==> src/rtl/button_pkg.sv <==
// Shared definitions for the push-button front end: debounce FSM state encoding.
package button_pkg;

  // Per-channel debounce states. The MSB doubles as the accepted level
  // (ST_HI and PEND_LO both report pressed).
  typedef enum logic [1:0] {
    ST_LO   = 2'd0,
    PEND_HI = 2'd1,
    ST_HI   = 2'd2,
    PEND_LO = 2'd3
  } btn_state_t;

endpackage

==> src/rtl/button_channel.sv <==
// One button channel: input polarity fix, synchroniser chain, counter-based
// debounce FSM, registered level and single-cycle press/release pulses.
module button_channel
  import button_pkg::*;
#(
  parameter int SYNC_STAGES     = 2,
  parameter int DEBOUNCE_CYCLES = 16,
  parameter bit ACTIVE_LOW_IN   = 1'b0
) (
  input  logic clk,
  input  logic rst,
  input  logic push,
  output logic level,
  output logic rise,
  output logic fall,
  output logic rise_next
);

  localparam int CNT_W = $clog2(DEBOUNCE_CYCLES + 1);
  localparam logic [CNT_W-1:0] CNT_LAST = CNT_W'(DEBOUNCE_CYCLES - 1);
  localparam logic [CNT_W-1:0] CNT_ONE  = CNT_W'(1);
  localparam bit SINGLE = (DEBOUNCE_CYCLES == 1);

  logic                   p;
  logic [SYNC_STAGES-1:0] sync;
  logic                   s;
  btn_state_t             state;
  logic [CNT_W-1:0]       cnt;
  logic                   accept;

  // Normalise so that 1 always means pressed before entering the chain.
  assign p = push ^ ACTIVE_LOW_IN;
  assign s = sync[SYNC_STAGES-1];

  // Plain flop chain; only sync[0] can see a metastable input.
  always_ff @(posedge clk or negedge rst) begin
    if (!rst) sync <= '0;
    else      sync <= {sync[SYNC_STAGES-2:0], p};
  end

  // A change is accepted on the sample that completes DEBOUNCE_CYCLES
  // consecutive samples opposite to the current level.
  always_comb begin
    accept = 1'b0;
    unique case (state)
      ST_LO:   accept = s && SINGLE;
      PEND_HI: accept = s && (cnt == CNT_LAST);
      ST_HI:   accept = !s && SINGLE;
      PEND_LO: accept = !s && (cnt == CNT_LAST);
      default: accept = 1'b0;
    endcase
  end

  // Only the low-side states can accept a press, so this is next-cycle rise.
  assign rise_next = accept && !state[1];

  // Debounce FSM with registered level and pulse outputs.
  always_ff @(posedge clk or negedge rst) begin
    if (!rst) begin
      state <= ST_LO;
      cnt   <= '0;
      level <= 1'b0;
      rise  <= 1'b0;
      fall  <= 1'b0;
    end else begin
      rise <= 1'b0;
      fall <= 1'b0;
      unique case (state)
        ST_LO: begin
          if (s) begin
            if (accept) begin
              state <= ST_HI;
              level <= 1'b1;
              rise  <= 1'b1;
              cnt   <= '0;
            end else begin
              state <= PEND_HI;
              cnt   <= CNT_ONE;
            end
          end
        end
        PEND_HI: begin
          if (!s) begin
            state <= ST_LO;
            cnt   <= '0;
          end else if (accept) begin
            state <= ST_HI;
            level <= 1'b1;
            rise  <= 1'b1;
            cnt   <= '0;
          end else begin
            cnt <= cnt + CNT_ONE;
          end
        end
        ST_HI: begin
          if (!s) begin
            if (accept) begin
              state <= ST_LO;
              level <= 1'b0;
              fall  <= 1'b1;
              cnt   <= '0;
            end else begin
              state <= PEND_LO;
              cnt   <= CNT_ONE;
            end
          end
        end
        PEND_LO: begin
          if (s) begin
            state <= ST_HI;
            cnt   <= '0;
          end else if (accept) begin
            state <= ST_LO;
            level <= 1'b0;
            fall  <= 1'b1;
            cnt   <= '0;
          end else begin
            cnt <= cnt + CNT_ONE;
          end
        end
        default: begin
          state <= ST_LO;
          cnt   <= '0;
          level <= 1'b0;
        end
      endcase
    end
  end

endmodule

==> src/rtl/button_conditioner.sv <==
// Multi-channel button front end: one independent debounce channel per
// button plus a registered any-press strobe aligned with the rise pulses.
module button_conditioner
  import button_pkg::*;
#(
  parameter int CHANNELS        = 2,
  parameter int SYNC_STAGES     = 2,
  parameter int DEBOUNCE_CYCLES = 16,
  parameter bit ACTIVE_LOW_IN   = 1'b0
) (
  input  logic                clk,
  input  logic                rst,
  input  logic [CHANNELS-1:0] push,
  output logic [CHANNELS-1:0] level,
  output logic [CHANNELS-1:0] rise,
  output logic [CHANNELS-1:0] fall,
  output logic                any_rise
);

  logic [CHANNELS-1:0] rise_next;

  for (genvar g = 0; g < CHANNELS; g++) begin : g_ch
    button_channel #(
      .SYNC_STAGES    (SYNC_STAGES),
      .DEBOUNCE_CYCLES(DEBOUNCE_CYCLES),
      .ACTIVE_LOW_IN  (ACTIVE_LOW_IN)
    ) u_ch (
      .clk      (clk),
      .rst      (rst),
      .push     (push[g]),
      .level    (level[g]),
      .rise     (rise[g]),
      .fall     (fall[g]),
      .rise_next(rise_next[g])
    );
  end

  // Registered from the channels' next-rise terms so it lands with rise.
  always_ff @(posedge clk or negedge rst) begin
    if (!rst) any_rise <= 1'b0;
    else      any_rise <= |rise_next;
  end

endmodule

==> config.mk <==
export PLATFORM = sky130hd
export DESIGN_NAME = button_conditioner
export DESIGN_NICKNAME = d
export VERILOG_FILES = /design/src/rtl/button_pkg.sv /design/src/rtl/button_channel.sv /design/src/rtl/button_conditioner.sv
export SDC_FILE = /design/constraint.sdc
export NUM_CORES = 1
export LEC_CHECK = 0
export CAP_MARGIN = 20
export CORE_MARGIN = 2
export CORE_UTILIZATION = 50
export DETAILED_ROUTE_END_ITERATION = 7
export GPL_ROUTABILITY_DRIVEN = 0
export PLACE_DENSITY_LB_ADDON = 0.08
export SLEW_MARGIN = 20
export SYNTH_ARGS = -nofsm -noshare
export SYNTH_HDL_FRONTEND = slang
export SYNTH_HIERARCHICAL = 1
export SYNTH_SLANG_ARGS = --single-unit
==> constraint.sdc <==
create_clock -name clk -period 2.2 [get_ports clk]
set_input_delay 0.22 -clock clk [delete_from_list [all_inputs] [get_ports clk]]
set_output_delay 0.22 -clock clk [all_outputs]
set_load 0.03 [all_outputs]
### After elaboration in Yosys (flattened, before gate mapping)

Index checks and enable logic that the tools add are counted.

* register bits after elaboration: 25
* bits in latches: 0
* bits in writable memories: 0
* ROM bits: 0
* output and inout bits: 7
* logic and storage cells: 118
* memories: 0

* add/sub/neg operators: 2
* multiply operators: 0
* divide/modulo/power cells: 0
* magnitude comparators: 0
* eq/ne operators: 24
* shift operators: 0
* mux-type cells: 54
* bitwise logic cells: 0
* reductions and logical operators: 25

Operators by type and width (count)
* $mux W5: 10
* $pmux W5 S4: 2
* $mux W2: 16
* $mux W1: 20
* $ne A2 B1 Y1 const B: 8
* $pmux W2 S4: 2
* $reduce_and A4 Y1: 4
* $reduce_or A2 Y1: 7
* $add A5 B1 Y5 const B: 2
* $eq A5 B4 Y1 const B: 2
* $eq A2 B2 Y1 const B: 4
* $ne A2 B2 Y1 const B: 4
* $logic_and A1 B1 Y1: 6
* $ne A3 B1 Y1 const B: 2
* $ne A3 B3 Y1 const B: 2
* $pmux W1 S3: 2
* $eq A2 B1 Y1 const B: 2
* $logic_not A1 Y1: 4
* $logic_not A2 Y1: 2
* $pmux W1 S2: 2
* $reduce_and A2 Y1: 2

### Longest topological paths before layout

* depth after elaboration: 6
* mapped depth: 6
* depth with buffers taken out: 6

### Hierarchy

Netlist, hierarchy kept.

Modules (own cells, without submodules)
* button_channel at g_ch[1].u_ch: times used 1, cells each 45, area each 528.0 um2, seq. area each 300.3 um2
* button_channel at g_ch[0].u_ch: times used 1, cells each 38, area each 499.2 um2, seq. area each 300.3 um2
* button_conditioner: times used 1, cells each 2, area each 31.3 um2, seq. area each 25.0 um2

### Worst setup path after synthesis

Ideal clock, no wire load.

* path kind: reg2reg
* start point: register g_ch[1].u_ch.cnt[0]
* end point: register g_ch[1].u_ch.cnt[2]
* library setup time: 66 ps
* data arrival time: 1537 ps
* data required time: 2134 ps
* slack: 597 ps
* cell stages (with the launch flop): 7
* cell sequence: dfrtp_1 -> ha_1 -> and3_1 -> ha_1 -> nand2b_1 -> nor4b_1 -> a221o_1

* longest elaborated chain between the ends: 6

Ends and longest elaborated chain
* from (decl): line button_channel.sv:28 `logic [CNT_W-1:0] cnt;`
* from (signal assigned): line button_channel.sv:92 `cnt <= cnt + CNT_ONE;`
* from (signal assigned): line button_channel.sv:118 `cnt <= cnt + CNT_ONE;`
* $eq A5 B4 Y1: line button_channel.sv:47, button_channel.sv:49
* $logic_and A1 B1 Y1, on equally long branches: line button_channel.sv:49, button_channel.sv:47
* $pmux W1 S3: line button_channel.sv:45 `unique case (state)`
* $mux W5 (*): line button_channel.sv:86, button_channel.sv:112
* $mux W5, on equally long branches: line button_channel.sv:109, button_channel.sv:83
* $pmux W5 S4 (*): line button_channel.sv:68 `unique case (state)`

Every way passes the cells marked *; elsewhere a longest branch is shown, timed or not.
A chain may end at the register's enable or synchronous reset.

### Final worst setup path

Ends and elaborated chain as after synthesis.

==> reports/qor.yml <==
fmax_ghz: 0.5610
power.leakage_nw: 0.5538
viasPerCell: 5.429
cts_tree: "done"
max_cap_violations: 0
synth_area_mm2: 0.001059
tightest_slew_ns: 0.3328
die_w_um: 50.01
firstDrtPassIters: 5
crit_required_ns: 2.46
n_antenna_cell: 0
grt_overflow: 0
slew_headroom_pct: 77.74
rows: 16
gr-usage-all-layers_pct: 14.20
period_minus_slack_ns: 1.783
cts_setup_buffers: 0
start_util_pct: 53.41
path_max_fanout: 6
critPathLaunchType: "flop"
cts_resized: 0
cts_root_buffer: "clkbuf_4"
drc: 0
cp-end-kind: "flop"
skew_ns: 0.003875
grt_max_degree: 26
holdBufCountCts: 0
ios: 11
clk_pin_slew_ns: 0.13
io_buffers: 10
rsz0062_at_grt: "false"
layout.nets: 108
slew_violations: 0
grt_pass1_vias: 609
syn_to_final_growth_pct: 14.89
clock_sinks: 25
grt_pass1_wl_mm: 2.649
numCtsBuffers: 3
synth-seq-area-share_pct: 59.10
hold_viol_final: 0
wl_per_cell_um: 11.99
outcome: "complete, no violations"
ys_warn_count: 6
drtIter0Drc: 8
setup_violations: 0
htree_levels: 1
synth_nets: 93
cp.arrival_ns: 2.04
core_mm2: 0.001982
finalPower_uw: 747.4
hp-class: "in -> async"
antenna_found_initial: 0
avgSynthCellArea_um2: 12.45
clock_path_buffers: 2
clkLatencyLatePin_ns: 0.31
critical_path_class: "reg -> reg"
ir_worst_vdd_mv: 0.4762
powerDensity_mw_per_mm2: 614.6
antenna_left: 0
routed_wl_mm: 1.511
yosysUniqueCellTypes: 32
die_h_um: 50.01
synthCells: 85
period_share_pct: 81.03
dp_hpwl_mm: 1.095
dr_total_vias: 684
tns_ns: 0
ys_seq_elements: 25
drive_gt1_share_pct: 9.091
dieArea_mm2: 0.002501
## registers in the layout, summed over array words and instances, names as in the netlist, named ones only
| signal | cells |
|---|---|
| g_ch.u_ch/level | 2 |
| any_rise | 1 |
| g_ch.u_ch/cnt | 10 |
| g_ch.u_ch/rise | 2 |
| g_ch.u_ch/sync | 4 |
| g_ch.u_ch/state | 2 |
| g_ch.u_ch/fall | 2 |
## worst paths after layout
path | slack [ns] | depth (start not counted) | to | from
max | 0.42 | 6 | g_ch[1].u_ch/cnt[2]$_DFFE_PN0P_ | g_ch[1].u_ch/cnt[0]$_DFFE_PN0P_
min | 0.25 | 2 | g_ch[1].u_ch/cnt[2]$_DFFE_PN0P_ | rst
max reg2reg | 0.42 | 6 | g_ch[1].u_ch/cnt[2]$_DFFE_PN0P_ | g_ch[1].u_ch/cnt[0]$_DFFE_PN0P_
min reg2reg | 0.37 | 0 | g_ch[1].u_ch/sync[1]$_DFF_PN0_ | g_ch[1].u_ch/sync[0]$_DFF_PN0_
max in group asynchronous | 1.72 | 2 | async pin | rst
min in group clk | 0.33 | 1 | g_ch[0].u_ch/sync[0]$_DFF_PN0_ | push[0]
## metal layers
layer / track usage (%) / routed length, µm
met1: 21.08 / 807
met2: 20.39 / 646
met3: 2.727 / 56
met4: 5.556 / 0
met5: 0 / 0
## area by class of cell
type | count | area [µm²]
fillers | 160 | 765.7
inverters | 2 | 7.507
clock buffers | 3 | 22.52
repair buffers | 11 | 107.6
clock inverters | 1 | 5.005
well taps | 27 | 33.78
multi-input cells | 57 | 414.1
flip-flops and latches | 25 | 625.6
## where the power goes
part | switching, mW | total [mW] | internal [mW]
sequential | 0.0192 | 0.497 | 0.477
combinational | 0.0278 | 0.0560 | 0.0282
clock | 0.127 | 0.195 | 0.0678
total | 0.174 | 0.747 | 0.574
## synthesized netlist by cell type
cell / number / area share (%)
a31oi_1: 1 / 0.59
buf_6: 1 / 1.1
a22o_2: 1 / 0.95
nand3_1: 4 / 1.9
a221o_1: 2 / 1.9
nor4_1: 1 / 0.59
and2b_1: 1 / 0.71
o21a_1: 2 / 1.4
nor2b_1: 1 / 0.59
a22o_1: 1 / 0.83
or2_1: 1 / 0.59
nor2_1: 6 / 2.1
and3_1: 2 / 1.2
inv_1: 2 / 0.71
nand2_1: 5 / 1.8
nor3b_1: 3 / 2.1
and2_1: 2 / 1.2
dfrtp_1: 25 / 59
a21o_2: 1 / 0.83
xnor2_2: 1 / 1.5
o21ai_0: 4 / 1.9
mux2_1: 1 / 1.1
nand2b_1: 1 / 0.59
xor2_2: 1 / 1.5
nor4b_1: 1 / 0.83
a32o_1: 2 / 1.9
o2bb2ai_1: 2 / 1.7
ha_1: 4 / 4.7
xor2_1: 3 / 2.5
nor3_1: 1 / 0.47
a21oi_1: 1 / 0.47
o21bai_1: 1 / 0.71
## critical path, cell delays in order (launching register included)
cell,delay (ns)
dfrtp_1,0.43
ha_1,0.24
and3_1,0.19
ha_1,0.24
nand2b_1,0.21
nor4b_1,0.27
a221o_1,0.15
## cells in the final DEF (no fill, tap or decap), drive strengths merged, types with 2 or more instances in the layout
| master | netlist | routed |
|---|---|---|
| and3 | 2 | 2 |
| clkdlybuf4s50 | 0 | 10 |
| ha | 4 | 4 |
| a32o | 2 | 2 |
| nor2 | 6 | 6 |
| o21a | 2 | 2 |
| a221o | 2 | 2 |
| nand2 | 5 | 5 |
| o2bb2ai | 2 | 2 |
| inv | 2 | 2 |
| o21ai | 4 | 4 |
| a22o | 2 | 2 |
| dfrtp | 25 | 25 |
| nand3 | 4 | 4 |
| clkbuf | 0 | 3 |
| xor2 | 4 | 4 |
| and2 | 2 | 2 |
| nor3b | 3 | 3 |
## through the flow
stage	cells	instance area, µm²	setup WS [ns]	hold WS, ns	util (%)
floorplan	85	1059	0.5968	-0.07559	-
global placement	122	1189	0.5363	0.3341	59.97
detailed placement	122	1189	0.4543	0.3380	59.97
CTS	126	1216	0.4249	0.2565	61.36
global route	126	1216	0.2721	0.2679	61.36
finish	126	1216	0.4174	0.2477	61.36
## cells by family (layout without fill, tap and decap cells)
group,count (synthesis),after routing,synth area share [%]
AOI/OAI and AO/OA,18,18,13.12
xor gates and xnor gates,5,5,5.557
adders and majority gates,4,4,4.728
buffers and inverters,3,17,1.773
DFF,25,25,59.10
muxes,1,1,1.064
and+or+nand+nor,29,29,14.66
(Power assumes the default switching activity.)
